$ cat config.mk
export PLATFORM = sky130hd
export DESIGN_NAME = ftdi_tx_arbiter
export DESIGN_NICKNAME = d
export VERILOG_FILES = /design/src/rtl/ftdi_tx_arbiter.sv
export SDC_FILE = /design/constraint.sdc
export NUM_CORES = 1
export LEC_CHECK = 0
export CORE_MARGIN = 5
export CORE_UTILIZATION = 41
export DETAILED_ROUTE_END_ITERATION = 6
export HOLD_SLACK_MARGIN = 0.12
export PLACE_DENSITY_LB_ADDON = 0.1
export SLEW_MARGIN = 10
export SYNTH_ARGS = -nofsm -noshare
export SYNTH_HDL_FRONTEND = slang
export SYNTH_SLANG_ARGS = --single-unit
$ cat constraint.sdc
create_clock -name clock -period 3.65 [get_ports clock]
set_input_delay 1.095 -clock clock [delete_from_list [all_inputs] [get_ports clock]]
set_output_delay 1.095 -clock clock [all_outputs]
set_load 0.005 [all_outputs]
$ cat src/rtl/ftdi_tx_arbiter.sv
// ftdi_tx_arbiter
// Round-robin arbiter sharing the FTDI transmit word interface among four
// requesters. One 32-bit word is issued per SEND cycle, followed by a blanking
// HOLD cycle (while the transmitter's registered busy flag catches up) and a
// WAIT cycle that holds until the transmitter is free. A granted requester may
// keep the interface for up to MAX_BURST consecutive words.
module ftdi_tx_arbiter #(
  parameter int MAX_BURST = 16
) (
  input  logic         clock,
  input  logic         extReset,
  input  logic [3:0]   req,
  input  logic [127:0] req_data,
  input  logic [15:0]  req_valid,
  output logic [3:0]   ack,
  output logic [3:0]   grant,
  output logic         send,
  output logic [31:0]  send_data,
  output logic [3:0]   send_valid,
  input  logic         tx_busy,
  output logic         active
);

  // Highest burst_cnt value that still allows one more word in the burst.
  localparam logic [7:0] BURST_LIMIT = 8'(MAX_BURST - 1);

  typedef enum logic [1:0] {
    IDLE = 2'd0,
    SEND = 2'd1,
    HOLD = 2'd2,
    WAIT = 2'd3
  } state_t;

  state_t      state;
  state_t      state_nxt;
  logic [1:0]  last;
  logic [1:0]  last_nxt;
  logic [7:0]  burst_cnt;
  logic [7:0]  burst_nxt;
  logic [3:0]  grant_nxt;
  logic [31:0] data_nxt;
  logic [3:0]  valid_nxt;

  logic        win_found;
  logic [1:0]  win_idx;
  logic [1:0]  g_idx;
  logic        owner_req;

  // First requester found scanning last+1, last+2, ... modulo 4.
  function automatic logic [2:0] rr_pick(input logic [3:0] r, input logic [1:0] l);
    logic [2:0] res;
    logic [1:0] idx;
    res = 3'b000;
    for (int k = 1; k <= 4; k++) begin
      idx = l + 2'(k);
      if (!res[2] && r[idx]) begin
        res = {1'b1, idx};
      end
    end
    return res;
  endfunction

  // Index of the one-hot grant owner.
  function automatic logic [1:0] onehot_idx(input logic [3:0] oh);
    logic [1:0] idx;
    idx = 2'd0;
    for (int k = 0; k < 4; k++) begin
      if (oh[k]) begin
        idx = 2'(k);
      end
    end
    return idx;
  endfunction

  // Word slice of requester i.
  function automatic logic [31:0] data_slice(input logic [127:0] d, input logic [1:0] i);
    return d[{i, 5'b00000} +: 32];
  endfunction

  // Byte-enable slice of requester i.
  function automatic logic [3:0] valid_slice(input logic [15:0] v, input logic [1:0] i);
    return v[{i, 2'b00} +: 4];
  endfunction

  // Arbitration helpers derived from the current request and owner.
  always_comb begin
    {win_found, win_idx} = rr_pick(req, last);
    g_idx                = onehot_idx(grant);
    owner_req            = |(req & grant);
  end

  // Next-state and next-register values.
  always_comb begin
    state_nxt = state;
    last_nxt  = last;
    burst_nxt = burst_cnt;
    grant_nxt = grant;
    data_nxt  = send_data;
    valid_nxt = send_valid;
    case (state)
      IDLE: begin
        if (!tx_busy && win_found) begin
          grant_nxt = 4'(1) << win_idx;
          data_nxt  = data_slice(req_data, win_idx);
          valid_nxt = valid_slice(req_valid, win_idx);
          burst_nxt = 8'd0;
          state_nxt = SEND;
        end
      end
      SEND: begin
        state_nxt = HOLD;
      end
      HOLD: begin
        // tx_busy is not yet valid for the word just sent.
        state_nxt = WAIT;
      end
      WAIT: begin
        if (!tx_busy) begin
          if (owner_req && (burst_cnt < BURST_LIMIT)) begin
            data_nxt  = data_slice(req_data, g_idx);
            valid_nxt = valid_slice(req_valid, g_idx);
            burst_nxt = burst_cnt + 8'd1;
            state_nxt = SEND;
          end else begin
            last_nxt  = g_idx;
            grant_nxt = 4'b0000;
            state_nxt = IDLE;
          end
        end
      end
      default: begin
        state_nxt = IDLE;
      end
    endcase
  end

  // State and datapath registers; reset discards any in-flight word.
  always_ff @(posedge clock or posedge extReset) begin
    if (extReset) begin
      state      <= IDLE;
      last       <= 2'd3;
      burst_cnt  <= 8'd0;
      grant      <= 4'b0000;
      send_data  <= 32'd0;
      send_valid <= 4'b0000;
    end else begin
      state      <= state_nxt;
      last       <= last_nxt;
      burst_cnt  <= burst_nxt;
      grant      <= grant_nxt;
      send_data  <= data_nxt;
      send_valid <= valid_nxt;
    end
  end

  // Strobes decoded from state so they clear as soon as reset hits.
  always_comb begin
    send   = (state == SEND);
    ack    = (state == SEND) ? grant : 4'b0000;
    active = (state != IDLE);
  end

endmodule

==> out/results.tsv <==
metric	value	unit
power_density	672	mW/mm^2
synth_seq_cells	52	
coreArea	0.00769	sq mm
final_cells	609	
cts_resized	0	
drt_wl_total	10400	microns
synth_edf_count	0	
dpl_cell_area	0.00529	sq mm
track_usage	0.212	
numCtsBuffers	5	
hold_viol_final	0	
cp-end-kind	register	
drt_iter0_drc	60	
synthFlopType	dfrtp_1	
grt_overflow	0	
finalClockSkew	13.5	ps
clock_latency	310	ps
status	complete, no violations	
fp.dieH	98.4	microns
synth_cells	313	
syn_avg_cell_area	10.2	sq um
worstPathArrival	3280	ps
ant_nets	0	
clk_path_buf_depth	2	
synth-seq-area-share	0.407	
final_nets	662	
syn2layout_area_growth	68.7	%
wl_per_cell	17.0	microns
finalCriticalPeriod	3070	ps
syn-num-nets	469	
drive_above_1_share	0.0611	
ios	197	
path_class	input pin to register	
worst_slack	580	ps
cts-root-buf	clkbuf_8	
via_count	3195	
max-cap-violations	0	
start_util	0.417	
slew_headroom	0.487	
cts.sinks	52	
htree_levels	2	
cp.required	3860	ps
dp.cells	601	
via_per_inst	5.25	
fp.dieW	98.4	microns
post-place-ws	246	ps
critPathMaxFanout	20	
p_leak	0.00232	uW
dr.pass1.iters	4	
rsz0062_at_grt	false	
cts_tree	built	
gp_congestion	0.783	
tightest_slew	763	ps
drc	0	
startpoint_type	input pin	
std_cell_rows	32	
netlist_area	0.00320	sq mm
cts_setup_buffers	0	
setup_viol	0	
tns	0	ps
period_share	0.841	
maxSlewViolCount	0	
ys_warn_count	0	
async_reset_ff_frac	1.00	
antenna_cells	0	
vdd_drop_max	0.000273	V
final_area	0.00540	sq mm
numPortBuffers	196	
filler_cell_count	635	
hp-class	register to register	
grt_pass1_wl	16600	microns
hpwl	8460	microns
synth_cell_type_count	42	
clock.fmax	326	MHz
grt_pass1_vias	3426	
clkTransAtPathRegs	90	ps
antenna_found_initial	0	
die_area	0.00968	sq mm
grt_max_degree	38	
cts_hold_buf	0	
## cell families after synthesis
logic type / count (synthesis) / synth area share
XOR/XNOR: 2 / 0.00547
AND/OR/NAND/NOR: 87 / 0.127
adder cells (fa/ha/maj): 5 / 0.0195
flip-flops: 52 / 0.407
multiplexers: 74 / 0.232
AO/OA/AOI/OAI: 65 / 0.162
buffers and inverters: 28 / 0.0469
## cell usage after synthesis, drive strengths merged (2+ instances only)
cell type | instances | area [sq um]
nand3 | 2 | 10.0
xnor2 | 2 | 17.5
a32o | 2 | 20.0
nand2b | 7 | 43.8
o221ai | 35 | 313
ha | 5 | 62.6
o22ai | 2 | 12.5
nand2 | 50 | 188
a21oi | 4 | 20.0
a211oi | 2 | 25.0
nor2b | 4 | 25.0
nor4 | 2 | 18.8
and2 | 5 | 31.3
inv | 8 | 30.0
a22oi | 2 | 15.0
nor2 | 10 | 37.5
nor3 | 2 | 15.0
dfrtp | 50 | 1250
dfstp | 2 | 52.6
clkbuf | 8 | 30.0
a21o | 2 | 15.0
mux2 | 2 | 22.5
buf | 12 | 90.1
o21ai | 11 | 58.8
mux2i | 72 | 721
## metal layers
metal,vias up,global-route usage,wire (microns)
met5,-,0,0
met3,13,0.0621,805
met2,129,0.372,5270
met1,1507,0.254,4120
met4,0,0.0525,175
li1,1546,-,-
## sequential cells by signal, indices dropped and copies added (netlist names)
name,count
send_data,32
burst_cnt,8
grant,4
send_valid,4
last,2
state,2
## cell usage in the layout, fill, tap and decap left out, types with 2 or more instances in the layout
cell | Yosys | final
nor2_1 | 10 | 10
nor2b_1 | 4 | 4
nand3_1 | 2 | 2
a21oi_1 | 4 | 4
a211oi_2 | 2 | 2
o221ai_1 | 34 | 34
dfstp_2 | 2 | 2
dfrtp_1 | 50 | 50
mux2i_1 | 72 | 72
xnor2_1 | 2 | 2
nand2_1 | 50 | 50
o22ai_1 | 2 | 2
buf_4 | 2 | 8
a32o_1 | 2 | 2
clkbuf_8 | 0 | 5
and2_1 | 5 | 5
clkdlybuf4s50_1 | 0 | 196
mux2_2 | 2 | 2
o21ai_0 | 9 | 9
inv_1 | 8 | 7
nand2b_1 | 7 | 7
buf_12 | 0 | 2
ha_1 | 5 | 5
a22oi_1 | 2 | 2
## critical path, cell delays in order
cell,delay [ps]
clkdlybuf4s50_1,590
nor4_2,110
a211oi_2,440
o21ai_4,260
or2_1,340
buf_4,220
o221ai_1,230
## cell type report
type / instances / area [sq um] / area share
multi-input cells: 233 / 1760 / 0.327
clock buffers: 5 / 68.8 / 0.0127
flip-flops and latches: 52 / 1300 / 0.241
well taps: 102 / 128 / 0.0236
inverters: 8 / 30.0 / 0.00556
repair buffers: 206 / 2060 / 0.382
clock inverters: 3 / 46.3 / 0.00857
## path summary, 6_finish.rpt
path                              startpoint  cells past startpoint  slack (ps)            end
worst min-delay path            send_data[2]                      2         490   send_data[2]
worst min register to register  send_data[2]                      2         490   send_data[2]
min in group asynchronous           extReset                      2        1120  send_data[25]
worst max register to register      state[0]                      7        1180  send_data[20]
max in group asynchronous           extReset                      3        1720        last[0]
worst max-delay path                  req[3]                      7         580  send_data[20]
## power breakdown
group          switching (uW)  internal [uW]  total [uW]
combinational            1040           1220        2250
sequential                153            819         973
clock                     198            207         405
## metrics by stage
step | utilization | hold WS, ps | total power (uW)
6_report | 0.703 | 492 | 3630
5_1_grt | 0.703 | 511 | 3900
4_1_cts | 0.703 | 497 | 3680
3_5_place_dp | 0.688 | 472 | 3260
3_3_place_gp | 0.688 | 467 | 3200
2_1_floorplan | - | 465 | 2290
No activity file was read; power rests on OpenSTA's default activity.
